$ cat config.mk
export PLATFORM = sky130hd
export DESIGN_NAME = load_store_unit
export DESIGN_NICKNAME = d
export VERILOG_FILES = /design/src/rtl/load_store_unit.sv
export SDC_FILE = /design/constraint.sdc
export NUM_CORES = 1
export LEC_CHECK = 0
export ABC_CLOCK_PERIOD_IN_PS = 2800
export CORE_MARGIN = 2
export CORE_UTILIZATION = 40
export DETAILED_ROUTE_END_ITERATION = 10
export DONT_BUFFER_PORTS = 1
export PLACE_DENSITY_LB_ADDON = 0.25
export SYNTH_ARGS = -nofsm -noshare
export SYNTH_HDL_FRONTEND = slang
export SYNTH_SLANG_ARGS = --single-unit
$ cat constraint.sdc
create_clock -name clk -period 2.8 [get_ports clk]
set_clock_uncertainty 0.2 [all_clocks]
set_input_delay 0.56 -clock clk [delete_from_list [all_inputs] [get_ports clk]]
set_output_delay 0.56 -clock clk [all_outputs]
set_load 0.03 [all_outputs]
$ cat src/rtl/load_store_unit.sv
// Multi-cycle data-memory stage: lane steering, load extension, bus timeout.
// Optional LSU_MISALIGN_TRAP_EN turns misaligned half/word accesses into errors.
module load_store_unit #(
    parameter int TIMEOUT = 16
) (
    input  logic        clk,
    input  logic        reset,
    input  logic        req_valid,
    output logic        req_ready,
    input  logic        MemRW,
    input  logic [1:0]  mem_width,
    input  logic        mem_signed_read,
    input  logic [31:0] addr,
    input  logic [31:0] wdata,
    input  logic [4:0]  rd,
    output logic        bus_req,
    output logic        bus_we,
    output logic [31:0] bus_addr,
    output logic [31:0] bus_wdata,
    output logic [3:0]  bus_wstrb,
    input  logic        bus_ack,
    input  logic [31:0] bus_rdata,
    output logic        resp_valid,
    output logic        resp_wen,
    output logic [4:0]  resp_rd,
    output logic [31:0] resp_data,
    output logic        resp_err
);

    localparam logic [1:0] IDLE = 2'd0;
    localparam logic [1:0] BUS  = 2'd1;
    localparam logic [1:0] RESP = 2'd2;

    localparam int CW = (TIMEOUT > 1) ? $clog2(TIMEOUT + 1) : 1;
    localparam logic [CW-1:0] LAST = CW'((TIMEOUT > 0) ? TIMEOUT - 1 : 0);

    logic [1:0]    state;
    logic [CW-1:0] cnt;
    logic          rw_q;
    logic          signed_q;
    logic          err_q;
    logic [1:0]    width_q;
    logic [1:0]    off_q;

    logic [1:0]    off;
    logic [3:0]    strb;
    logic [31:0]   wsteer;
    logic          req_err;
    logic [31:0]   shifted;
    logic [31:0]   ld;

    // Half and word offsets are forced to natural alignment.
    always_comb begin
        off    = 2'b00;
        strb   = 4'b0000;
        wsteer = 32'h0;
        unique case (1'b1)
            (mem_width == 2'b00): begin
                off    = addr[1:0];
                strb   = 4'b0001 << addr[1:0];
                wsteer = {4{wdata[7:0]}};
            end
            (mem_width == 2'b01): begin
                off    = {addr[1], 1'b0};
                strb   = 4'b0011 << {addr[1], 1'b0};
                wsteer = {2{wdata[15:0]}};
            end
            (mem_width == 2'b10): begin
                strb   = 4'b1111;
                wsteer = wdata;
            end
            default: ;
        endcase
    end

`ifdef LSU_MISALIGN_TRAP_EN
    logic misal;
    assign misal   = ((mem_width == 2'b01) & addr[0])
                   | ((mem_width == 2'b10) & (|addr[1:0]));
    assign req_err = (&mem_width) | misal;
`else
    assign req_err = &mem_width;
`endif

    assign shifted = bus_rdata >> {off_q, 3'b000};

    always_comb begin
        ld = shifted;
        unique case (1'b1)
            (width_q == 2'b00):
                ld = {{24{signed_q & shifted[7]}}, shifted[7:0]};
            (width_q == 2'b01):
                ld = {{16{signed_q & shifted[15]}}, shifted[15:0]};
            default: ;
        endcase
    end

    always_ff @(posedge clk) begin
        if (reset) begin
            state     <= IDLE;
            cnt       <= '0;
            rw_q      <= 1'b0;
            signed_q  <= 1'b0;
            err_q     <= 1'b0;
            width_q   <= 2'b00;
            off_q     <= 2'b00;
            bus_addr  <= 32'h0;
            bus_wdata <= 32'h0;
            bus_wstrb <= 4'h0;
            resp_rd   <= 5'd0;
            resp_data <= 32'h0;
        end else begin
            unique case (1'b1)
                (state == IDLE): begin
                    if (req_valid) begin
                        rw_q      <= MemRW;
                        signed_q  <= mem_signed_read;
                        width_q   <= mem_width;
                        off_q     <= off;
                        bus_addr  <= {addr[31:2], 2'b00};
                        bus_wdata <= MemRW ? 32'h0 : wsteer;
                        bus_wstrb <= MemRW ? 4'h0 : strb;
                        resp_rd   <= rd;
                        resp_data <= 32'h0;
                        cnt       <= '0;
                        err_q     <= req_err;
                        state     <= req_err ? RESP : BUS;
                    end
                end
                (state == BUS): begin
                    cnt <= cnt + 1'b1;
                    // An ack on the final counted cycle still completes.
                    if (bus_ack) begin
                        resp_data <= rw_q ? ld : 32'h0;
                        err_q     <= 1'b0;
                        state     <= RESP;
                    end else if (TIMEOUT != 0 && cnt == LAST) begin
                        err_q <= 1'b1;
                        state <= RESP;
                    end
                end
                (state == RESP): begin
                    cnt   <= '0;
                    state <= IDLE;
                end
                default: state <= IDLE;
            endcase
        end
    end

    assign req_ready  = (state == IDLE);
    assign bus_req    = (state == BUS);
    assign bus_we     = bus_req & ~rw_q;
    assign resp_valid = (state == RESP);
    assign resp_err   = resp_valid & err_q;
    assign resp_wen   = resp_valid & rw_q & ~err_q & (|resp_rd);

endmodule

Word level (Yosys, flattened, before mapping):

Index checks and enable logic that the tools add are counted.

* output and inout port bits: 111
* bits of input ports: 109
* bits in registers: 117

* add/subtract/negate cells: 1
* shifts and indexed selects: 3
* multiplexer cells: 21
* eq/ne operators: 9
* reduce and logical (&&, ||, !) cells: 12
* bitwise gates (word level): 9

Operators with widths (count)
* 32-bit two-way mux: 4
* 32-bit case mux with 2 select lines: 2
* 32-bit case mux with 3 select lines: 1
* 32-bit by 5-bit right shift with 32-bit output: 1
* 5-bit case mux with 3 select lines: 1
* 4-bit case mux with 3 select lines: 1
* 2-bit two-way mux: 4
* 2-bit case mux with 2 select lines: 2
* 2-bit AND reduction: 4
* 1-bit bitwise AND: 7
* 2-bit by 1-bit equality test with 1-bit output, second input constant: 3
* 2-bit zero test: 3
* 3-bit AND reduction: 2
* 5-bit by 1-bit adder with 5-bit output, second input constant: 1
* 5-bit by 4-bit equality test with 1-bit output, second input constant: 1
* 5-bit two-way mux: 1
* 5-bit OR reduction: 1
* 2-bit equality test, second input constant: 2
* 4-bit two-way mux: 1
* 1-bit by 2-bit << shifter with 4-bit output, first input constant: 1
* 2-bit by 2-bit << shifter with 4-bit output, first input constant: 1
* 1-bit two-way mux: 3
* 3-bit by 1-bit inequality test with 1-bit output, second input constant: 1
* 3-bit nonzero test: 1
* 5 further kinds: 6

Depth between registers and ports, before layout:

* word-level depth: 6
* gate-level depth with buffers: 7
* depth with buffers taken out: 7

Least setup slack after synthesis:

OpenSTA, ideal clock, no wires.

* kind: register to output
* start: register state[0]
* end: output resp_wen
* stages on the path, launching flop included: 5
* data required time: 2.040 ns
* buffers on the path: 2
* data arrival time: 1.600 ns
* path slack: 0.440 ns
* cells stage by stage: dfxtp_1 buf_2 buf_1 nor2b_1 o2111a_1

* cells in the longest elaborated chain, start to end: 4

Ends and longest elaborated chain
* from (decl): RTL line 37 `logic [1:0] state;`
* from (signal assigned): RTL line 127 `state <= req_err ? RESP : BUS;`
* 2-bit equality test: RTL line 154 `assign resp_valid = (state == RESP);`
* via resp_valid: RTL line 23 `output logic resp_valid,`
* 1-bit bitwise AND (3 in a row): RTL line 156 `assign resp_wen = resp_valid & rw_q & ~err_q & (|resp_rd);`
* to (decl): RTL line 24 `output logic resp_wen,`

The timed path passes the listed nets, and every way through them passes these cells.

Worst setup path after layout:

* start: register resp_rd[4]
* end: output resp_wen

* cells in the longest elaborated chain, start to end: 2

Ends and longest elaborated chain
* from (decl): RTL line 25 `output logic [4:0] resp_rd,`
* from (signal assigned): RTL line 123 `resp_rd <= rd;`
* 5-bit OR reduction: RTL line 156
* 1-bit bitwise AND: RTL line 156

No other way between the ends.

==> impl_metrics.json <==
{
  "vias": 4410,
  "area_growth_pct": 12.6,
  "syn_area_per_cell_um2": 8.69,
  "clk_pin_slew_ns": 0.06,
  "synth.area.top_cells": "dfxtp_1 44%, nand2_1 7.0%, mux2i_1 5.3%",
  "clock-root-buffer": "clkbuf_16",
  "setup_viol": 0,
  "slew_headroom_pct": 62.2,
  "run_status": "complete, no violations",
  "setup-tns-final_ns": 0,
  "num_io_pins": 220,
  "dp_hpwl_um": 10500,
  "max-vdd-ir-drop_mv": 0.455,
  "synth_most_common_cell": "dfxtp_1",
  "synth_top_area_share_pct": 44.2,
  "postCtsSetupBuffers": 0,
  "end_kind": "output pin",
  "portBuffers": 0,
  "drt_iter0_drc": 366,
  "fp.dieH_um": 119,
  "cp_data_arrival_time_ns": 1.80,
  "diodes": 0,
  "min_path_type": "in -> reg",
  "fin_area_um2": 5970,
  "cts_resized": 0,
  "dieArea_um2": 14200,
  "drv_slew": 0,
  "cts_sinks": 117,
  "placed_area_um2": 5370,
  "drtPass1Iterations": 5,
  "gp_congestion": 0.839,
  "timing.final.crit_share_pct": 91.4,
  "pre_cts_slack_ns": 0.496,
  "setup_ws_ns": 0.241,
  "path_class": "reg -> out",
  "path_max_fanout": 3,
  "ys_ff_latch": 117,
  "ff2ff_path_depth": 5,
  "fin_nets": 699,
  "holdBufCountCts": 0,
  "cts_tree": "yes",
  "num_rows": 42,
  "grt_pass1_wl_um": 23600,
  "ys_dominant_reg_cell": "dfxtp_1",
  "ys_async_sr_fraction_pct": 0,
  "grt_pass1_vias": 4429,
  "cts_buffers": 17,
  "placed_cells": 745,
  "remaining_drc_errors": 0,
  "routedWlPerCell_um": 19.2,
  "overflow": 0,
  "critPathRequiredTime_ns": 2.04,
  "p_leak_nw": 2.25,
  "grt_max_degree": 112,
  "syn-cell-area_um2": 5300,
  "syn_inst": 610,
  "yosys.area.top_type": "dfxtp_1",
  "synth-edff-count": 0,
  "post-route-min-period_ns": 2.56,
  "report.final.hold_viol_count": 0,
  "maxCapViolations": 0,
  "viasPerCell": 5.68,
  "drive_gt1_share_pct": 10.6,
  "wl_um": 14900,
  "core-area_um2": 13100,
  "ys_seq_area_share_pct": 44.2,
  "dieWidth_um": 119,
  "holdPathStages": 1,
  "antenna_found_initial": 0,
  "yosysWarnings": 0,
  "n_fill_cell": 1271,
  "rsz0062_at_grt": "no",
  "cts.htree.levels": 4,
  "initial_utilization_pct": 40.5,
  "fmaxAchievable_mhz": 391,
  "yosys-top-cells-count": "117 x dfxtp_1, 99 x nand2_1, 55 x nor2_1",
  "grt_usage_pct": 21.1,
  "ant_nets": 0,
  "cp-start-kind": "flip-flop",
  "tightest_slew_ns": 0.566,
  "insertion_delay_ns": 0.40,
  "synth.distinct_cells": 52,
  "power_density_nw_per_um2": 744,
  "stdcell_count": 777,
  "clk_path_buf_depth": 2
}
## state kept, by name (all words and copies together), names as in the netlist
register	count
bus_addr	30
bus_wdata	32
bus_wstrb	4
cnt	5
err_q	1
off_q	2
resp_data	32
resp_rd	5
rw_q	1
signed_q	1
state	2
width_q	2
## metrics by stage
step                hold WS, ns  power [mW]  utilization (%)
floorplan                 0.245        2.24                -
global placement          0.271        2.28             41.0
detailed placement        0.279        2.29             41.0
CTS                      0.0143        4.48             45.6
global route             0.0225        4.61             45.6
finish                   0.0683        4.44             45.6
## worst paths after layout
check	startpoint	to	slack, ns
setup / recovery	resp_rd[4]$_SDFFE_PP0P_	resp_wen	0.24
hold / removal	reset	resp_data[23]$_SDFFE_PP0P_	0.07
setup reg to reg	state[0]$_SDFFE_PP0P_	off_q[0]$_SDFFE_PP0P_	0.50
hold reg to reg	signed_q$_SDFFE_PP0P_	signed_q$_SDFFE_PP0P_	0.29
## cell usage in the layout, fill, tap and decap left out, types with 3 or more instances in the layout
cell type / synthesis / final
nor2b_1: 8 / 8
dfxtp_1: 117 / 117
a2bb2oi_1: 16 / 16
nand3_1: 4 / 4
clkinv_2: 0 / 5
bufinv_16: 0 / 3
a22o_1: 16 / 16
a32oi_1: 7 / 7
nor2_1: 55 / 55
o2bb2ai_1: 16 / 16
nand2_1: 99 / 99
a22oi_1: 36 / 36
and3b_1: 8 / 8
buf_4: 6 / 15
mux2i_1: 28 / 28
or3_1: 3 / 3
o21bai_1: 16 / 16
inv_1: 13 / 13
o21ai_0: 9 / 9
a21o_1: 3 / 3
nor3_1: 3 / 3
clkbuf_16: 0 / 17
a21oi_1: 51 / 51
mux2_2: 8 / 8
## area by class of cell
class	count	area, µm²	share of cell area (%)
multi-input combinational	422	2640	44.2
sequential	117	2340	39.2
clock buffer	19	443	7.42
tap	176	220	3.69
clock inverter	13	156	2.62
timing repair buffer	15	113	1.89
inverter	15	56.3	0.943
## critical path, cell delays in order (launching register included)
cell	delay [ns]
dfxtp_1	0.42
or4_1	0.59
o2111a_1	0.39
## report_power, final
group	internal (mW)	switching (mW)
Combinational	0.140	0.221
Sequential	1.73	0.162
Clock	1.42	0.768
Total	3.29	1.15
## routing by layer
metal / vias up / wire [µm] / GRT usage [%]
met4: 0 / 349 / 8.26
met2: 206 / 7160 / 34.0
met3: 24 / 1460 / 9.00
li1: 2112 / - / -
met1: 2068 / 5920 / 24.9
met5: - / 0 / 0
## kinds of logic (layout without fill, tap and decap cells)
| kind of cell | after synthesis | after routing | synth area share, % |
|---|---|---|---|
| simple gates | 193 | 193 | 16.3 |
| compound gates | 187 | 187 | 25.2 |
| flops | 117 | 117 | 44.2 |
| buf+inv | 72 | 62 | 6.19 |
| mux | 37 | 37 | 7.41 |
| fa+ha+maj | 2 | 2 | 0.472 |
| other cells | 1 | 2 | 0.0708 |
| xor+xnor | 1 | 1 | 0.165 |
Power figures use the tool's default switching activity.
